--- config.mk ---
export PLATFORM = sky130hd
export DESIGN_NAME = stream_mux2_flat
export DESIGN_NICKNAME = d
export VERILOG_FILES = /design/src/rtl/stream_mux2_if.sv /design/src/rtl/stream_mux2.sv /design/src/flat_wrapper.sv
export SDC_FILE = /design/constraint.sdc
export NUM_CORES = 1
export LEC_CHECK = 0
export CORE_MARGIN = 2
export CORE_UTILIZATION = 36
export CTS_CLUSTER_SIZE = 25
export DETAILED_ROUTE_END_ITERATION = 10
export PLACE_DENSITY_LB_ADDON = 0.12
export SLEW_MARGIN = 10
export SYNTH_ARGS = -nofsm -noshare
export SYNTH_HDL_FRONTEND = slang
export SYNTH_SLANG_ARGS = --single-unit
--- constraint.sdc ---
create_clock -name clk -period 1.67 [get_ports clk]
set_input_delay 0.4175 -clock clk [delete_from_list [all_inputs] [get_ports clk]]
set_output_delay 0.4175 -clock clk [all_outputs]
set_load 0.01 [all_outputs]
--- src/rtl/stream_mux2_if.sv ---
// Handshake bundle for the 2:1 stream merger: two input channels with last
// flags, and one tagged output channel.
interface stream_mux2_if #(
    parameter int WIDTH = 8
);
    logic [WIDTH-1:0] din0;
    logic             vld0;
    logic             last0;
    logic             rdy0;
    logic [WIDTH-1:0] din1;
    logic             vld1;
    logic             last1;
    logic             rdy1;
    logic [WIDTH-1:0] dout;
    logic             sel_out;
    logic             last_out;
    logic             vld_out;
    logic             rdy_out;

    // Environment side: sources both input channels and sinks the output.
    modport master (
        output din0, vld0, last0, din1, vld1, last1, rdy_out,
        input  rdy0, rdy1, dout, sel_out, last_out, vld_out
    );

    // Merger side.
    modport slave (
        input  din0, vld0, last0, din1, vld1, last1, rdy_out,
        output rdy0, rdy1, dout, sel_out, last_out, vld_out
    );
endinterface

--- src/rtl/stream_mux2.sv ---
// Two-input stream merger with packet-aware round-robin arbitration and a
// single registered output stage tagged with the source channel index.
module stream_mux2 #(
    parameter int WIDTH = 8
) (
    input  logic         clk,
    input  logic         rst,
    stream_mux2_if.slave bus
);
    localparam logic [1:0] IDLE  = 2'd0;
    localparam logic [1:0] LOCK0 = 2'd1;
    localparam logic [1:0] LOCK1 = 2'd2;

    logic [1:0]       state;
    logic             rr_ptr;
    logic [WIDTH-1:0] dout_p1;
    logic             sel_p1;
    logic             last_p1;
    logic             vld_p1;
    logic             load;
    logic             gnt0;
    logic             gnt1;
    logic             xfer0;
    logic             xfer1;

    // rr_ptr holds the last channel to finish a packet; the other wins a tie.
    always_comb begin
        gnt0 = 1'b0;
        gnt1 = 1'b0;
        case (state)
            IDLE: begin
                if (bus.vld0 && bus.vld1) begin
                    gnt0 = rr_ptr;
                    gnt1 = !rr_ptr;
                end else begin
                    gnt0 = bus.vld0;
                    gnt1 = bus.vld1;
                end
            end
            LOCK0:   gnt0 = 1'b1;
            LOCK1:   gnt1 = 1'b1;
            default: ;
        endcase
    end

    assign load     = !vld_p1 || bus.rdy_out;
    // Ready is held low throughout reset even though the output stage is empty.
    assign bus.rdy0 = load && gnt0 && !rst;
    assign bus.rdy1 = load && gnt1 && !rst;
    assign xfer0    = bus.vld0 && bus.rdy0;
    assign xfer1    = bus.vld1 && bus.rdy1;

    // Input -> output register stage (p1): control.
    always_ff @(posedge clk or posedge rst) begin
        if (rst) begin
            state  <= IDLE;
            rr_ptr <= 1'b1;
            vld_p1 <= 1'b0;
        end else begin
            if (load) begin
                vld_p1 <= xfer0 || xfer1;
            end
            if (xfer0) begin
                if (bus.last0) begin
                    state  <= IDLE;
                    rr_ptr <= 1'b0;
                end else begin
                    state  <= LOCK0;
                end
            end else if (xfer1) begin
                if (bus.last1) begin
                    state  <= IDLE;
                    rr_ptr <= 1'b1;
                end else begin
                    state  <= LOCK1;
                end
            end else if (state != LOCK0 && state != LOCK1) begin
                state <= IDLE;
            end
        end
    end

    // Input -> output register stage (p1): data, tag and last flag.
    always_ff @(posedge clk or posedge rst) begin
        if (rst) begin
            dout_p1 <= '0;
            sel_p1  <= 1'b0;
            last_p1 <= 1'b0;
        end else if (xfer0) begin
            dout_p1 <= bus.din0;
            sel_p1  <= 1'b0;
            last_p1 <= bus.last0;
        end else if (xfer1) begin
            dout_p1 <= bus.din1;
            sel_p1  <= 1'b1;
            last_p1 <= bus.last1;
        end
    end

    assign bus.dout     = dout_p1;
    assign bus.sel_out  = sel_p1;
    assign bus.last_out = last_p1;
    assign bus.vld_out  = vld_p1;
endmodule
--- src/flat_wrapper.sv ---
// flat-port wrapper written by rule: the top's interface ports become plain ports
module stream_mux2_flat 
#(
    parameter int WIDTH = 8
)
  (clk, rst, bus_din0, bus_vld0, bus_last0, bus_din1, bus_vld1, bus_last1, bus_rdy_out, bus_rdy0, bus_rdy1, bus_dout, bus_sel_out, bus_last_out, bus_vld_out);
  stream_mux2_if #(.WIDTH(WIDTH)) bus_i ();
  input  logic clk;
  input  logic rst;
  input wire logic [$bits(bus_i.din0)-1:0] bus_din0;
  input wire logic [$bits(bus_i.vld0)-1:0] bus_vld0;
  input wire logic [$bits(bus_i.last0)-1:0] bus_last0;
  input wire logic [$bits(bus_i.din1)-1:0] bus_din1;
  input wire logic [$bits(bus_i.vld1)-1:0] bus_vld1;
  input wire logic [$bits(bus_i.last1)-1:0] bus_last1;
  input wire logic [$bits(bus_i.rdy_out)-1:0] bus_rdy_out;
  output wire logic [$bits(bus_i.rdy0)-1:0] bus_rdy0;
  output wire logic [$bits(bus_i.rdy1)-1:0] bus_rdy1;
  output wire logic [$bits(bus_i.dout)-1:0] bus_dout;
  output wire logic [$bits(bus_i.sel_out)-1:0] bus_sel_out;
  output wire logic [$bits(bus_i.last_out)-1:0] bus_last_out;
  output wire logic [$bits(bus_i.vld_out)-1:0] bus_vld_out;
  assign bus_i.din0 = bus_din0;
  assign bus_i.vld0 = bus_vld0;
  assign bus_i.last0 = bus_last0;
  assign bus_i.din1 = bus_din1;
  assign bus_i.vld1 = bus_vld1;
  assign bus_i.last1 = bus_last1;
  assign bus_i.rdy_out = bus_rdy_out;
  assign bus_rdy0 = bus_i.rdy0;
  assign bus_rdy1 = bus_i.rdy1;
  assign bus_dout = bus_i.dout;
  assign bus_sel_out = bus_i.sel_out;
  assign bus_last_out = bus_i.last_out;
  assign bus_vld_out = bus_i.vld_out;
  stream_mux2 #(.WIDTH(WIDTH)) u_core (.clk(clk), .rst(rst), .bus(bus_i));
endmodule
* Word-level counts from Yosys, hierarchy flattened *
Cells that the tools add are included.

storage, ports and cells
  register bits after elaboration = 14
  word-level logic and storage cells = 48

operators by class
  reductions and logical operators = 18
  muxes and demuxes = 19
  eq/ne operators = 5

operator list
  operator                                                         count
  8-bit 2-to-1 mux                                                 2
  1-bit 2-to-1 mux                                                 11
  1-bit logical AND                                                8
  2-bit 2-to-1 mux                                                 4
  2-bit != test, second input constant                             2
  1-bit case mux with 2 select lines                               2
  2-bit nonzero test                                               2
  1-bit zero test                                                  3
  3-bit AND reduction                                              1
  3-bit nonzero test                                               1
  2-bit by 1-bit == test with 1-bit output, second input constant  1
  2-bit == test, second input constant                             1
  2-bit zero test                                                  1
  1-bit logical OR                                                 2
  2-bit by 1-bit != test with 1-bit output, second input constant  1

* Depth between registers and ports, before layout *
  depth after elaboration = 8
  depth in mapped cells = 7

* Worst setup path after synthesis *
OpenSTA, ideal clock, no wires.

  kind = in2reg
  start = input port rst
  end = register u_core.dout_p1[7] (netlist: u_core.bus.dout[7])
  setup slack = -48 ps
  data arrival time = 1593 ps
  path buffers = 0
  cell stages on the path = 4
  library setup time = 125 ps
  data required time = 1545 ps
  cell sequence = inv_1 o2111ai_2 mux2_1 mux2_2

on the way
  word-level cells in the longest chain between the ends = 4
  elaborated cells between the ends (all ways) = 7

RTL lines
  what                                                    RTL line                              source
  start, declared                                         flat_wrapper.sv:9                     input logic rst;
  1-bit zero test (*)                                     stream_mux2.sv:48, stream_mux2.sv:49
  1-bit logical AND, on equally long branches             stream_mux2.sv:48, stream_mux2.sv:49
  1-bit logical AND, on equally long branches             stream_mux2.sv:50, stream_mux2.sv:51
  8-bit 2-to-1 mux or 2-bit nonzero test (tied branches)  n/a
  end signal, assigned                                    stream_mux2.sv:90                     dout_p1 <= bus.din0;
  end signal, assigned                                    stream_mux2.sv:94                     dout_p1 <= bus.din1;
  end, declared                                           stream_mux2.sv:16                     logic [WIDTH-1:0] dout_p1;

Every way passes the cells marked *; elsewhere a longest branch is shown, timed or not.
A chain may end at the register's enable or synchronous reset.

* Final worst setup path *
  start = register u_core.state[1]
  end = output port bus_rdy1

on the way
  word-level cells in the longest chain between the ends = 4
  elaborated cells between the ends (all ways) = 5

RTL lines
  what                                              RTL line            source
  start, declared                                   stream_mux2.sv:14   logic [1:0] state;
  start signal, assigned                            stream_mux2.sv:56   state <= IDLE;
  start signal, assigned                            stream_mux2.sv:65   state <= IDLE;
  start signal, assigned                            stream_mux2.sv:68   state <= LOCK0;
  2-bit == test or 2-bit zero test (tied branches)  stream_mux2.sv:30   case (state)
  1-bit case mux with 2 select lines (*)            stream_mux2.sv:30
  1-bit logical AND (*) (2 in series)               stream_mux2.sv:49   assign bus.rdy1 = load && gnt1 && !rst;
  end, declared                                     flat_wrapper.sv:18  output wire logic [$bits(bus_i.rdy1)-1:0] bus_rdy1;

Marks and branches as above.

==> impl_results.md <==
- Fraction of power consumed by the clock network: 20.0%
- # rows: 17
- Util after Layout: 71.1%
- Static power due to leakage: 0.637 nW
- Crit path capture type: output pin
- Initial drt markers: 12
- Clock tree from TritonCTS: yes
- Register area share after synthesis: 44.0%
- Run status: finished with violations
- Floorplan die area: 2610 um2
- Fraction of power spent switching nets: 30.4%
- All-layer global routing usage: 21.7%
- Pre-Repair DR Iteration Count: 4
- Global route overflow: 0
- Maximum fanout count along the critical path: 3
- Initial core utilization: 37.2%
- Number of nets in the final layout: 176
- Internal power: 847 uW
- Detailed placer's ending HPWL: 1880 um
- Number of synthesized register bits: 14
- Type of element launching the critical path: flop
- Post-synth net total: 115
- Fraction of final layout cells with drive strength greater than 1: 34.2%
- PortBufs: 35
- Number of ports placed on the die boundary: 36
- Required arrival time at the worst endpoint: 1250 ps
- Gate power share: 43.6%
- Routed vias/inst: 5.29
- Pins Over Slew Limit: 0
- Hold WC Path Type: reg -> reg
- Critical register-to-register path endpoint: u_core.bus.dout[7]
- Cell count of the worst hold path: 2
- Worst EP arrival: 1390 ps
- Critical register-to-register path startpoint: u_core.state[1]
- Achievable Freq: 0.554 GHz
- Number of distinct standard cells referenced by the synthesized netlist: 25
- Clock slew at the register clock pins of the worst setup and hold paths: 80 ps
- Routed WL per cell: 14.8 um
- Clock Skew: 2.07 ps
- DP Worst Slack: -510 ps
- Endpoint of the worst hold path: u_core.bus.sel_out
- Vias after detailed routing: 937
- Violated checks: negative setup slack
- Part of the power in registers: 36.4%
- Peak supply drop: 0.000705 V
- Area of the placeable core: 2150 um2
- Cts-stage hold buffer count: 0
- Bufs on Longest Clock Path: 2
- Antenna cells: 0
- Number of sinks driven by the clock tree: 14
- Max-cap check violation count: 0
- Switch Pwr: 369 uW
- Final critical-path share of the clock period: 108%
- Avg Cell Area, Syn: 8.98 um2
- Final Setup Violations: 4
- DR DRC count: 0
- Slew at the pin closest to its max-slew limit: 347 ps
- Most frequent cells in the layout: sky130_fd_sc_hd__clkdlybuf4s50_1 (31), sky130_fd_sc_hd__buf_4 (20), sky130_fd_sc_hd__dfrtp_1 (13)
- Final critical path time including I/O delays and setup: 1800 ps
- Die height: 51.1 um
- Number of antenna violations at the first check in global routing: 0
- Maximum number of pins on one net before global-route repair: 15
- Final Routed Wirelength: 2620 um
- Post-synthesis instance area: 800 um2
- Via count of the first global-routing pass: 972
- Insertion delay to the later sink of the worst-skew pair: 280 ps
- Cells after Synth: 89
- Number of nets with antenna violations after detailed routing: 0
- Clock root buffer master: sky130_fd_sc_hd__clkbuf_4
- Most frequent standard cell in the layout excluding fill and tap cells: sky130_fd_sc_hd__clkdlybuf4s50_1
- Maximum level of the CTS H-tree: 1
- Unrepaired setup endpoints after global routing: yes
- Final number of hold-violating endpoints: 0
- Placer Congestion: 0.813
- Reg2Reg Setup Slack: -130 ps
- Hold Startpoint: u_core.bus.sel_out
- Final critical-path setup slack: -134 ps
- Die Span X: 51.1 um
- CTS Buf Count: 3
- Global-route wire length before repair: 4200 um
- Synthesis Warnings: 0
- Crit Path Category: reg -> out
- Worst reg2reg path depth: 7
- Relative max-transition margin: 76.8%
- Synth-to-Final Area Change: 91.1%
- Cell area power density: 796 nW/um2
-- worst max path at each step --
| stage | startpoint | end | slack [ps] | depth (start not counted) |
|---|---|---|---|---|
| final | u_core.state[1] | bus_rdy1 | -130 | 6 |
| after CTS | u_core.state[0] | bus_rdy1 | -160 | 6 |
| after global placement | bus_rdy_out | bus_rdy1 | -470 | 5 |
| after global routing | u_core.state[1] | bus_rdy1 | -210 | 6 |
| after floorplan | u_core.state[1] | u_core.bus.dout[7] | -20 | 6 |
| after detailed placement | bus_vld0 | bus_rdy1 | -510 | 5 |
-- power groups by stage --
stage / clock network (mW) / logic (mW) / registers (mW)
2_1_floorplan: 0 / 0.156 / 0.479
3_3_place_gp: 0 / 0.459 / 0.445
3_5_place_dp: 0 / 0.468 / 0.449
4_1_cts: 0.251 / 0.497 / 0.443
5_1_grt: 0.266 / 0.573 / 0.451
6_report: 0.244 / 0.530 / 0.442
-- routing by layer --
metal	up-vias	track usage [%]	share of wire (%)	wire length (um)
li1	445	-	-	-
met1	467	24.1	41	1080
met2	23	40.3	54	1410
met3	2	5.56	4.5	117
met4	0	5.86	0.61	16
met5	-	0	0	0
-- flip-flops by register name (all words and copies together) (netlist names) --
register	cells
u_core.bus.dout	8
u_core.bus.last_out	1
u_core.bus.sel_out	1
u_core.bus.vld_out	1
u_core.rr_ptr	1
u_core.state	2
-- synthesized netlist by cell type --
cell type,count,area (um2)
sky130_fd_sc_hd__nand4_1,7,43.8
sky130_fd_sc_hd__o21ai_0,10,50.1
sky130_fd_sc_hd__dfrtp_1,13,325
sky130_fd_sc_hd__o2bb2ai_1,1,8.76
sky130_fd_sc_hd__mux2_1,1,11.3
sky130_fd_sc_hd__o2111ai_2,1,15.0
sky130_fd_sc_hd__inv_1,5,18.8
sky130_fd_sc_hd__mux2_2,2,22.5
sky130_fd_sc_hd__a21o_1,1,7.51
sky130_fd_sc_hd__nand2_1,4,15.0
sky130_fd_sc_hd__a31oi_1,8,50.1
sky130_fd_sc_hd__o31a_1,1,8.76
sky130_fd_sc_hd__nand3_1,1,5.00
sky130_fd_sc_hd__o32ai_1,1,8.76
sky130_fd_sc_hd__clkbuf_1,2,7.51
sky130_fd_sc_hd__a21boi_2,1,11.3
sky130_fd_sc_hd__nand2b_1,2,12.5
sky130_fd_sc_hd__buf_2,3,15.0
sky130_fd_sc_hd__ha_1,3,37.5
sky130_fd_sc_hd__dfstp_2,1,26.3
sky130_fd_sc_hd__nor2b_1,1,6.26
sky130_fd_sc_hd__a21oi_1,5,25.0
sky130_fd_sc_hd__a211oi_2,1,12.5
sky130_fd_sc_hd__nor2_1,13,48.8
sky130_fd_sc_hd__or2_2,1,6.26
-- layout make-up --
type / count / area (um2)
fill: 178 / 621
clock buffer: 4 / 36.3
tap: 28 / 35.0
sequential: 14 / 352
inverter: 5 / 22.5
timing repair buffer: 61 / 559
multi-input combinational: 65 / 523
-- worst max-delay path, stage by stage (launching register included) --
cell                       delay, ps
sky130_fd_sc_hd__dfrtp_1         410
sky130_fd_sc_hd__inv_2            90
sky130_fd_sc_hd__ha_4            140
sky130_fd_sc_hd__a21boi_4        170
sky130_fd_sc_hd__a21oi_1          90
sky130_fd_sc_hd__nor2_1           90
sky130_fd_sc_hd__buf_2           130
-- through the flow --
stage / hold slack (ps) / setup TNS [ps] / cells / area [um2] / power, mW
detailed placement: 508 / -5060 / 172 / 1360 / 0.917
finish: 518 / -422 / 177 / 1530 / 1.22
global placement: 499 / -4300 / 172 / 1360 / 0.904
global route: 534 / -1310 / 177 / 1530 / 1.29
CTS: 522 / -500 / 176 / 1450 / 1.19
floorplan: 248 / -20.4 / 89 / 806 / 0.635
-- kinds of logic (layout without fill, tap and decap cells) --
| group | count (synthesis) | after routing | synth area share, % |
|---|---|---|---|
| compound gates | 30 | 30 | 24.7 |
| simple gates | 29 | 29 | 17.2 |
| flops | 14 | 14 | 44.0 |
| buf+inv | 10 | 70 | 5.16 |
| fa+ha+maj | 3 | 3 | 4.70 |
| mux | 3 | 3 | 4.23 |
-- repair_timing --
item | in CTS | in global routing
setup buffers | 2 | 0
gates resized for setup | 28 | 12
gates cloned | 0 | 1
setup endpoints to repair | 13 | 14
pin swaps | 5 | 4
Power figures use the tool's default switching activity.
